**config.mk**
```make
export PLATFORM = sky130hd
export DESIGN_NAME = xor_accum
export DESIGN_NICKNAME = d
export VERILOG_FILES = /design/src/rtl/xor_accum_pkg.sv /design/src/rtl/xor_lane_fold.sv /design/src/rtl/xor_accum.sv
export SDC_FILE = /design/constraint.sdc
export NUM_CORES = 1
export LEC_CHECK = 0
export ABC_AREA = 0
export CAP_MARGIN = 20
export CORE_UTILIZATION = 46
export DETAILED_ROUTE_END_ITERATION = 8
export PLACE_DENSITY_LB_ADDON = 0.08
export SYNTH_ARGS = -nofsm -noshare
export SYNTH_HDL_FRONTEND = slang
export SYNTH_HIERARCHICAL = 1
export SYNTH_SLANG_ARGS = --single-unit
```
**constraint.sdc**
```tcl
create_clock -name clock -period 1.64 [get_ports clock]
set_input_delay 0.41 -clock clock [delete_from_list [all_inputs] [get_ports clock]]
set_output_delay 0.41 -clock clock [all_outputs]
set_load 0.005 [all_outputs]
```
**src/rtl/xor_accum_pkg.sv**
```systemverilog
// Shared definitions for the xor_accum streaming XOR accumulator:
// default parameter values, the output-register state encoding and the
// saturating increment used by the beat counter.
package xor_accum_pkg;

    localparam int XOR_ACCUM_WIDTH_DEF  = 8;
    localparam int XOR_ACCUM_LANES_DEF  = 2;
    localparam int XOR_ACCUM_BEAT_W_DEF = 16;

    // ACCUM: output register empty; HOLD: a result waits for the consumer.
    // The encoding matches out_valid so the state bit drives it directly.
    typedef enum logic {
        ACCUM = 1'b0,
        HOLD  = 1'b1
    } xor_accum_state_t;

    // Increment value by one, clamping at the all-ones value of a
    // counter that is width bits wide (width up to 32).
    function automatic logic [31:0] sat_inc(input logic [31:0] value,
                                            input int unsigned width);
        logic [31:0] max_value;
        max_value = (width >= 32) ? 32'hFFFF_FFFF : ((32'd1 << width) - 32'd1);
        return (value >= max_value) ? max_value : value + 32'd1;
    endfunction

endpackage

```
**src/rtl/xor_lane_fold.sv**
```systemverilog
// Combinational XOR fold of LANES words of WIDTH bits into one word.
// Lane k sits at in_data[k*WIDTH +: WIDTH]; with LANES=1 lane 0 passes
// through unchanged.
module xor_lane_fold #(
    parameter int WIDTH = 8,
    parameter int LANES = 2
) (
    input  logic [WIDTH*LANES-1:0] in_data,
    output logic [WIDTH-1:0]       fold
);

    // XOR every lane word into a single result word.
    always_comb begin
        fold = '0;
        for (int k = 0; k < LANES; k++) begin
            fold = fold ^ in_data[k*WIDTH +: WIDTH];
        end
    end

endmodule

```
**src/rtl/xor_accum.sv**
```systemverilog
// Streaming multi-lane XOR accumulator. Each accepted beat is lane-folded,
// XOR-accumulated across a frame, and the frame result plus a saturating
// beat count is presented on a valid/ready output register.
// Optional feature macro: XOR_ACCUM_PARITY_EN adds the registered
// out_parity output (XOR-reduce of out_data).
module xor_accum
    import xor_accum_pkg::*;
#(
    parameter int WIDTH  = XOR_ACCUM_WIDTH_DEF,
    parameter int LANES  = XOR_ACCUM_LANES_DEF,
    parameter int BEAT_W = XOR_ACCUM_BEAT_W_DEF
) (
    input  logic                   clock,
    input  logic                   reset,
    input  logic [WIDTH*LANES-1:0] in_data,
    input  logic                   in_valid,
    input  logic                   in_last,
    output logic                   in_ready,
    output logic [WIDTH-1:0]       out_data,
    output logic [BEAT_W-1:0]      out_beats,
    output logic                   out_valid,
`ifdef XOR_ACCUM_PARITY_EN
    output logic                   out_parity,
`endif
    input  logic                   out_ready
);

    xor_accum_state_t  state;
    xor_accum_state_t  state_next;
    logic [WIDTH-1:0]  acc;
    logic [WIDTH-1:0]  acc_next;
    logic [BEAT_W-1:0] cnt;
    logic [BEAT_W-1:0] cnt_next;
    logic [WIDTH-1:0]  out_data_next;
    logic [BEAT_W-1:0] out_beats_next;
    logic [WIDTH-1:0]  fold;
    logic [WIDTH-1:0]  frame_result;
    logic [BEAT_W-1:0] cnt_inc;
    logic              accept;
    logic              out_fire;

    xor_lane_fold #(
        .WIDTH (WIDTH),
        .LANES (LANES)
    ) u_fold (
        .in_data (in_data),
        .fold    (fold)
    );

    assign out_valid    = (state == HOLD);
    assign in_ready     = !out_valid || out_ready;
    assign accept       = in_valid && in_ready;
    assign out_fire     = out_valid && out_ready;
    assign frame_result = acc ^ fold;
    assign cnt_inc      = BEAT_W'(sat_inc(32'(cnt), BEAT_W));

    // Next-state logic: fold accepted beats into the frame, close the frame
    // into the output register on a last beat, and free the register when
    // the consumer takes it unless a new result replaces it in the same cycle.
    always_comb begin
        state_next     = state;
        acc_next       = acc;
        cnt_next       = cnt;
        out_data_next  = out_data;
        out_beats_next = out_beats;
        if (out_fire) begin
            state_next = ACCUM;
        end
        if (accept) begin
            if (in_last) begin
                out_data_next  = frame_result;
                out_beats_next = cnt_inc;
                state_next     = HOLD;
                acc_next       = '0;
                cnt_next       = '0;
            end else begin
                acc_next = frame_result;
                cnt_next = cnt_inc;
            end
        end
    end

    // State, accumulator, counter and output register; synchronous reset
    // discards any partial frame and any held result.
    always_ff @(posedge clock) begin
        if (reset) begin
            state     <= ACCUM;
            acc       <= '0;
            cnt       <= '0;
            out_data  <= '0;
            out_beats <= '0;
        end else begin
            state     <= state_next;
            acc       <= acc_next;
            cnt       <= cnt_next;
            out_data  <= out_data_next;
            out_beats <= out_beats_next;
        end
    end

`ifdef XOR_ACCUM_PARITY_EN
    // Parity register loads alongside out_data and holds with it.
    always_ff @(posedge clock) begin
        if (reset) begin
            out_parity <= 1'b0;
        end else if (accept && in_last) begin
            out_parity <= ^frame_result;
        end
    end
`endif

endmodule

```
* Word level (Yosys, flattened, before mapping)
Cells that the tools add are included.
** Storage, ports and cells
- Output and inout bits :: 26
- Logic and storage cells :: 20
- Bits in registers :: 49
- Input bits :: 21
** Cells by class
- Multiplexer cells :: 6
- Bitwise logic cells :: 2
- Add/sub/neg operators :: 1
- Reduce and logical (&&, ||, !) cells :: 5
- $lt $le $gt $ge :: 1
** Operator list (count)
- $mux W16 :: 2
- $add A16 B1 Y16 const B :: 1
- $ge A16 B16 Y1 const B :: 1
- $xor A8 B8 Y8 :: 2
- $mux W8 :: 1
- $mux W1 :: 3
- $logic_and A1 B1 Y1 :: 2
- $reduce_and A2 Y1 :: 1
- $logic_not A1 Y1 :: 1
- $logic_or A1 B1 Y1 :: 1

* Depth between registers and ports, before layout
Gate-level depths: netlist of the first run.
- Depth after elaboration :: 4
- Depth in mapped cells :: 7
- Depth with buffers taken out :: 5

* Cells and area by module
The synthesis of the first run kept the hierarchy.
** By module, submodules not included
- xor_accum :: area an instance 2267.2 µm², sequential area each 980.9 µm², times used 1, cells an instance 264
- xor_lane_fold :: area an instance 70.1 µm², sequential area each 0.0 µm², times used 1, cells an instance 8

* Worst setup path before layout of the first run
Ideal clock, no wire load.
- Path type :: register to register
- Start :: register cnt[0]
- End :: register out_beats[13]
- Clock period less this slack :: 1.803 ns
- Path buffers :: 1
- Required time :: 1.554 ns
- Setup slack :: -0.163 ns
- Library setup time :: 0.086 ns
- Stages on the path, launching flop included :: 7
- Arrival time :: 1.718 ns
- Path through :: dfxtp_1 > ha_1 > nand3_1 > nor3_2 > a21oi_1 > clkbuf_1 > a211oi_1
** Between the ends
- Cells in the longest elaborated chain, start to end :: 2
- Elaborated cells between the ends (all ways) :: 3
- Classes of those cells :: add/sub: 1; order compare: 1; mux: 1
** RTL lines
- start, declared :: line xor_accum.sv:32 : logic [BEAT_W-1:0] cnt;
- start signal, assigned :: line xor_accum.sv:95 : cnt <= cnt_next;
- $add A16 B1 Y16 / $ge A16 B16 Y1 (equally long branches) :: line xor_accum_pkg.sv:23 : return (value >= max_value) ? max_value : value + 32'd1;
- $mux W16 (*) :: line xor_accum_pkg.sv:23
- end signal, assigned :: line xor_accum.sv:97 : out_beats <= out_beats_next;
- end, declared :: line xor_accum.sv:20 : output logic [BEAT_W-1:0] out_beats,
Every way passes the cells marked *; elsewhere a longest branch is shown, timed or not.
A chain may end at the register's enable or synchronous reset.

* Final worst setup path of the first run
- Start :: register cnt[0]
- End :: register out_beats[15]
The elaborated chain is that of the path after synthesis.

==> metrics.csv, run 1 <==
stage,metric,value,unit
clock_network,CTS tree,built,
place,gpl congestion,0.8891,
clock_network,CTS max path bufs,2,
clock_network,setup bufs post-CTS,0,
sta,Max Slew Vio Count,0,
global_route,number of global-route vias before repair,1999,
sta,final worst setup slack,-0.01383,ns
sta,worst hold slack,0.4559,ns
pwr,Max VDD drop,0.3929,mV
logic_synthesis,Synth Area per Inst,8.593,um^2
layout,final net count,374,
setup_path,CP required,1.83,ns
worst_hold_path,Hold EP,out_beats[10]$_SDFFE_PP0P_,
pwr,Leakage Power,1.180,nW
run_status,status,finished with violations,
die,die area,0.005370,mm^2
logic_synthesis,Synth warnings,6,
routing,DRC,0,
die,Die W,73.28,um
logic_synthesis,ys async rst share,0,
logic_synthesis,ranking of synthesized cells by area,"dfxtp_1 42%, a211oi_1 8.7%, xnor2_1 6.4%, nor2_1 5.6%, a21oi_1 5.1%",
place,Buffers on Ports,46,
sta,max_slew headroom,0.7667,
worst_hold_path,Hold Path Depth,2,
sta,Tmin final,1.654,ns
worst_hold_path,Hold WC Path Type,register to register,
logic_synthesis,Syn Nets,294,
clock_network,CTS Sinks,49,
setup_path,CP endpoint kind,register,
sta,# setup viols final,1,
routing,Final ANT Viol Nets,0,
setup_path,WP data arrival,1.84,ns
clock_network,H-tree depth,2,
setup_path,Critical Path Start Type,register,
sta,Worst Max-Slew Pin Slew,0.3473,ns
worst_hold_path,worst min-delay path startpoint,out_beats[10]$_SDFFE_PP0P_,
layout,Synth-to-Final Area Change,45.72,%
die,Core Region,0.004817,mm^2
setup_path,Reg2Reg Setup Slack,-0.01,ns
run_status,failing checks,setup timing,
sta,unrepaired setup endpoints after global routing,yes,
setup_path,FF-to-FF End,out_beats[15]$_SDFFE_PP0P_,
logic_synthesis,#FFs+latches synth,49,
logic_synthesis,Gate Count Post-Synth,272,
logic_synthesis,Post-synth EDFFs,0,
place,dpl hpwl,4.371,mm
logic_synthesis,Cell variety after synth,38,
routing,drt via density,5.471,
clock_network,root buf cell,clkbuf_8,
clock_network,Clock Latency Late Sink,0.31,ns
layout,Fillers,414,
sta,fin crit share,1.008,
die,I/O pin count,47,
logic_synthesis,share of the synthesized area in the top cell type,0.4197,
clock_network,Post-CTS Hold Buffers,0,
routing,WL/cell,13.90,um
global_route,first-pass GRT wire length,9.411,mm
sta,Fin Clk Skew,0.01088,ns
logic_synthesis,synthesized cell area,0.002337,mm^2
routing,First-pass DRT Iterations,4,
flow_run,max-cap violation count,0,
setup_path,WS Path Type,register to register,
global_route,initial antenna violation count,0,
logic_synthesis,sequential area share after synthesis,0.4197,
place,Post-Place Setup Slack,-0.3365,ns
layout,antenna cells,0,
routing,Starting DRT DRC Count,135,
global_route,grt total ovfl,0,
layout,ratio of cells with drive above 1 in the final layout,0.2521,
routing,routed via count,2298,
die,Die H,73.28,um
global_route,GRT Total Usage,0.2306,
logic_synthesis,top-count cell post-synth,dfxtp_1,
logic_synthesis,Most used DFF post-synth,dfxtp_1,
logic_synthesis,Commonest cells post-synth,"49 x dfxtp_1, 35 x nor2_1, 27 x a211oi_1, 24 x a21oi_1",
setup_path,Worst Path Max Fanout,5,
sta,Peak Freq,0.6047,GHz
logic_synthesis,"area leader, netlist",dfxtp_1,
die,Initial Utilization,0.4852,
pwr,Power per Cell Area,703.7,mW/mm^2
setup_path,Worst R2R Path Depth,5,
routing,DRT Wirelength,5.839,mm
global_route,pin count of the biggest net entering global routing,28,
clock_network,total CTS buffers,5,
sta,final hold violation count,0,
setup_path,worst r2r src,cnt[0]$_SDFFE_PP0N_,
clock_network,Clock transition at path regs,0.09,ns
die,row count,25,
-- layout by cell type (no fill, tap or decap), types with 6 or more instances in the layout --
cell type / Yosys / routed
clkdlybuf4s50_1: 0 / 45
buf_4: 0 / 46
nand2_1: 8 / 7
xnor2_1: 17 / 17
a211oi_1: 27 / 25
nand3b_1: 8 / 8
dfxtp_2: 0 / 7
a21oi_1: 24 / 24
o21ai_0: 13 / 13
nor2_1: 35 / 34
xor2_1: 9 / 9
nand3_1: 8 / 6
dfxtp_1: 49 / 41
-- metrics by stage --
step	instances	area [um^2]	TNS, ns	utilization	total power, W
2_1_floorplan	272	2365	-0.1284	-	0.001473
3_3_place_gp	412	3187	-12.36	0.6616	0.001680
3_5_place_dp	412	3187	-13.96	0.6616	0.001688
4_1_cts	420	3284	-0.0009596	0.6818	0.002394
5_1_grt	420	3406	-0.1248	0.7070	0.002507
6_report	420	3406	-0.01383	0.7070	0.002397
-- power breakdown --
part / switching, W / internal (W)
Clock: 0.000417 / 0.000301
Sequential: 0.0000292 / 0.00124
Combinational: 0.000178 / 0.000232
-- worst max-delay path by stage --
stage | from | to | slack [ns] | depth (start not counted)
2_1_floorplan | cnt[8]$_SDFFE_PP0N_ | out_beats[15]$_SDFFE_PP0P_ | -0.13 | 5
3_3_place_gp | out_ready | cnt[11]$_SDFFE_PP0N_ | -0.32 | 7
3_5_place_dp | out_ready | out_beats[15]$_SDFFE_PP0P_ | -0.34 | 7
4_1_cts | out_ready | out_beats[7]$_SDFFE_PP0P_ | -0.001 | 7
5_1_grt | cnt[0]$_SDFFE_PP0N_ | out_beats[15]$_SDFFE_PP0P_ | -0.06 | 4
6_report | cnt[0]$_SDFFE_PP0N_ | out_beats[15]$_SDFFE_PP0P_ | -0.01 | 5
-- metal layers --
metal / global-route usage / share of wire / wire, um
met5: 0 / 0 / 0
met4: 0.07190 / 0.014 / 81
met3: 0.03841 / 0.041 / 242
met2: 0.3549 / 0.45 / 2615
met1: 0.3290 / 0.50 / 2900
-- layout make-up --
class	count	area (um^2)	share of cell area
clock buffer	6	72.57	0.02131
sequential	49	993.5	0.2917
inverter	2	7.507	0.002204
multi-input combinational	199	1373	0.4030
timing repair buffer	95	860.8	0.2528
tap	67	83.83	0.02461
clock inverter	2	15.01	0.004409
-- flip-flops by register name (all words and copies together), names as in the netlist --
register,flops
cnt,16
out_beats,16
acc,8
out_data,8
out_valid,1
-- kinds of logic after synthesis --
group                      Yosys count  share of synthesized area
AOI/OAI and AO/OA                   82                     0.2302
xor gates and xnor gates            26                    0.09743
adders and majority gates            1                   0.005352
buffers and inverters               24                    0.04122
DFF                                 49                     0.4197
and+or+nand+nor                     90                     0.2061
-- critical path: stages, from the launching register on --
cell and delay (ns):
dfxtp_4 0.37, nand4_1 0.17, or4_4 0.46, buf_4 0.16, o21ai_0 0.24, a311oi_2 0.13
-- what timing repair did --
action | CTS | global route
setup endpoints to repair | 7 | 39
cloned | 0 | 0
pin swaps | 1 | 6
gates resized for setup | 9 | 29
(Power assumes the default switching activity.)
==> run 2, diff against run 1 <==
--- a/config.mk
+++ b/config.mk
@@ -6,6 +6,7 @@
 export NUM_CORES = 1
 export LEC_CHECK = 0
 export ABC_AREA = 0
+export ABC_CLOCK_PERIOD_IN_PS = 1640
 export CAP_MARGIN = 20
 export CORE_UTILIZATION = 46
 export DETAILED_ROUTE_END_ITERATION = 8
==> constraint.sdc (replaced) <==
create_clock -name clock -period 1.64 [get_ports clock]
set_input_delay 0.41 -clock clock [delete_from_list [all_inputs] [get_ports clock]]
set_output_delay 0.41 -clock clock [all_outputs]
set_load 0.1 [all_outputs]
==> run 2 against run 1 <==
Against the previous run: the run still ends with setup timing left; clock-buffer cell count increased by 1; critical path depth down 1; via count grew 2.3%; register-to-register slack is essentially flat; first-iteration DRC count is 29% lower; clock power up 18%; non-clock buffer count up 5; utilization grew 7.5 points; die area is the same.
==> metrics.csv, run 2 (same netlist as run 1, synthesis figures left out) <==
stage,metric,value,unit,change
sta,Max Slew Vio Count,0,,unchanged
setup_path,worst r2r src,cnt[0]$_SDFFE_PP0N_,,
setup_path,Worst Path Max Fanout,5,,unchanged
routing,DRT Wirelength,6.372,mm,+9.1%
sta,# setup viols final,1,,unchanged
global_route,number of global-route vias before repair,2199,,+10%
place,gpl congestion,0.8891,,unchanged
layout,Fillers,334,,-19%
worst_hold_path,worst min-delay path startpoint,acc[5]$_SDFFE_PP0N_,,
pwr,Leakage Power,1.344,nW,+14%
sta,max_slew headroom,0.7373,,-0.02938
clock_network,CTS Sinks,49,,unchanged
layout,antenna cells,0,,unchanged
die,row count,25,,unchanged
sta,Peak Freq,0.5995,GHz,-0.85%
clock_network,CTS tree,built,,
pwr,Power per Cell Area,772.5,mW/mm^2,+9.8%
place,Buffers on Ports,46,,unchanged
worst_hold_path,Hold Path Depth,2,,unchanged
die,I/O pin count,47,,unchanged
place,dpl hpwl,4.504,mm,+3.0%
routing,Starting DRT DRC Count,96,,-29%
setup_path,Critical Path Start Type,register,,
routing,WL/cell,14.99,um,+7.8%
setup_path,WP data arrival,1.88,ns,+0.04 ns
sta,worst hold slack,0.5044,ns,+0.04858 ns
place,placed insts,413,,+0.24%
clock_network,CTS max path bufs,2,,unchanged
sta,final worst setup slack,-0.02794,ns,-0.01411 ns
global_route,grt total ovfl,0,,unchanged
routing,First-pass DRT Iterations,4,,unchanged
die,Core Region,0.004817,mm^2,unchanged
pwr,Max VDD drop,0.4008,mV,+2.0%
layout,Final Non-Filler Cells,425,,+1.2%
global_route,initial antenna violation count,0,,unchanged
sta,Tmin final,1.668,ns,+0.01411 ns
clock_network,H-tree depth,2,,unchanged
global_route,pin count of the biggest net entering global routing,29,,+3.6%
global_route,GRT Total Usage,0.2414,,+0.01085
setup_path,Reg2Reg Setup Slack,-0.03,ns,about the same
routing,drt via density,5.534,,+1.1%
sta,final hold violation count,0,,unchanged
clock_network,total CTS buffers,5,,unchanged
die,die area,0.005370,mm^2,unchanged
layout,Synth-to-Final Area Change,61.19,%,
run_status,status,finished with violations,,
sta,fin crit share,1.017,,+0.008603
setup_path,WS Path Type,register to register,,
routing,DRC,0,,unchanged
sta,unrepaired setup endpoints after global routing,yes,,
sta,Worst Max-Slew Pin Slew,0.3907,ns,+0.04340 ns
setup_path,Worst R2R Path Depth,4,,-1
clock_network,root buf cell,clkbuf_8,,
layout,ratio of cells with drive above 1 in the final layout,0.3492,,+0.09704
clock_network,Clock Latency Late Sink,0.30,ns,about the same
flow_run,max-cap violation count,0,,unchanged
setup_path,CP required,1.86,ns,+0.03 ns
global_route,first-pass GRT wire length,9.970,mm,+5.9%
worst_hold_path,Hold WC Path Type,register to register,,
layout,Largest regs,"cnt x16, out_beats x16",,
clock_network,Clock transition at path regs,0.09,ns,about the same
routing,Final ANT Viol Nets,0,,unchanged
layout,"most common cell after layout, fill and taps aside",buf_4,,
run_status,failing checks,setup timing,,
setup_path,CP endpoint kind,register,,
worst_hold_path,Hold EP,acc[5]$_SDFFE_PP0N_,,
die,Die H,73.28,um,unchanged
die,Initial Utilization,0.4852,,unchanged
setup_path,FF-to-FF End,out_beats[15]$_SDFFE_PP0P_,,
sta,Fin Clk Skew,0.005634,ns,-0.005247 ns
layout,most frequent cells in the layout,"47 x buf_4, 40 x dfxtp_1, 34 x nor2_1",,
layout,final net count,379,,+1.3%
routing,routed via count,2352,,+2.3%
die,Die W,73.28,um,unchanged
## run 2: power by group
part	total, W	switching, W	internal [W]
sequential	0.00129	0.0000510	0.00124
clock	0.000845	0.000410	0.000435
combinational	0.000777	0.000461	0.000316
## run 2: worst max path at each step
stage,start,end,slack [ns],depth (start not counted)
floorplan,cnt[0]$_SDFFE_PP0N_,cnt[11]$_SDFFE_PP0N_,-0.13,5
global placement,out_ready,cnt[13]$_SDFFE_PP0N_,-0.24,6
detailed placement,out_ready,out_beats[11]$_SDFFE_PP0P_,-0.35,6
CTS,cnt[10]$_SDFFE_PP0N_,out_beats[15]$_SDFFE_PP0P_,-0.03,4
global route,cnt[0]$_SDFFE_PP0N_,out_beats[15]$_SDFFE_PP0P_,-0.06,4
finish,cnt[0]$_SDFFE_PP0N_,out_beats[15]$_SDFFE_PP0P_,-0.03,4
## run 2: stage by stage
stage | instance area (um^2) | util | power [W] | setup TNS [ns] | worst slack, ns
after global placement | 3470 | 0.7203 | 0.002055 | -8.979 | -0.2449
final | 3767 | 0.7821 | 0.002910 | -0.02794 | -0.02794
after detailed placement | 3470 | 0.7203 | 0.002067 | -12.24 | -0.3456
after global routing | 3767 | 0.7821 | 0.003007 | -0.08678 | -0.06283
after CTS | 3638 | 0.7553 | 0.002899 | -0.02563 | -0.02563
after floorplan | 2389 | - | 0.001750 | -2.452 | -0.1324
## run 2: routing by layer
layer | track usage | wire [um] | vias to the layer above
li1 | - | - | 1164
met1 | 0.3126 | 2882 | 1109
met2 | 0.4177 | 3148 | 72
met3 | 0.03841 | 268 | 7
met4 | 0.06318 | 72 | 0
met5 | 0 | 0 | -
## run 2: worst max-delay path, cell delays in order, from the launching register on
cell and delay [ns]:
dfxtp_4 0.38, nand4_1 0.16, or4_4 0.46, or3_4 0.34, a311oi_2 0.24
## run 2: area by class of cell
type                       instances  area (um^2)  area share
clock inverter                     1        7.507    0.001993
clock buffer                       7        107.6     0.02856
timing repair buffer             100         1171      0.3109
multi-input combinational        199         1390      0.3690
inverter                           2        7.507    0.001993
tap                               67        83.83     0.02225
sequential                        49        999.7      0.2654
## run 2: repair_timing
action,CTS,global route
hold buffers,0,0
pin swaps,4,5
endpoints found under the setup margin,20,27
gates resized for setup,17,27
cloned,0,2
setup buffers,2,0
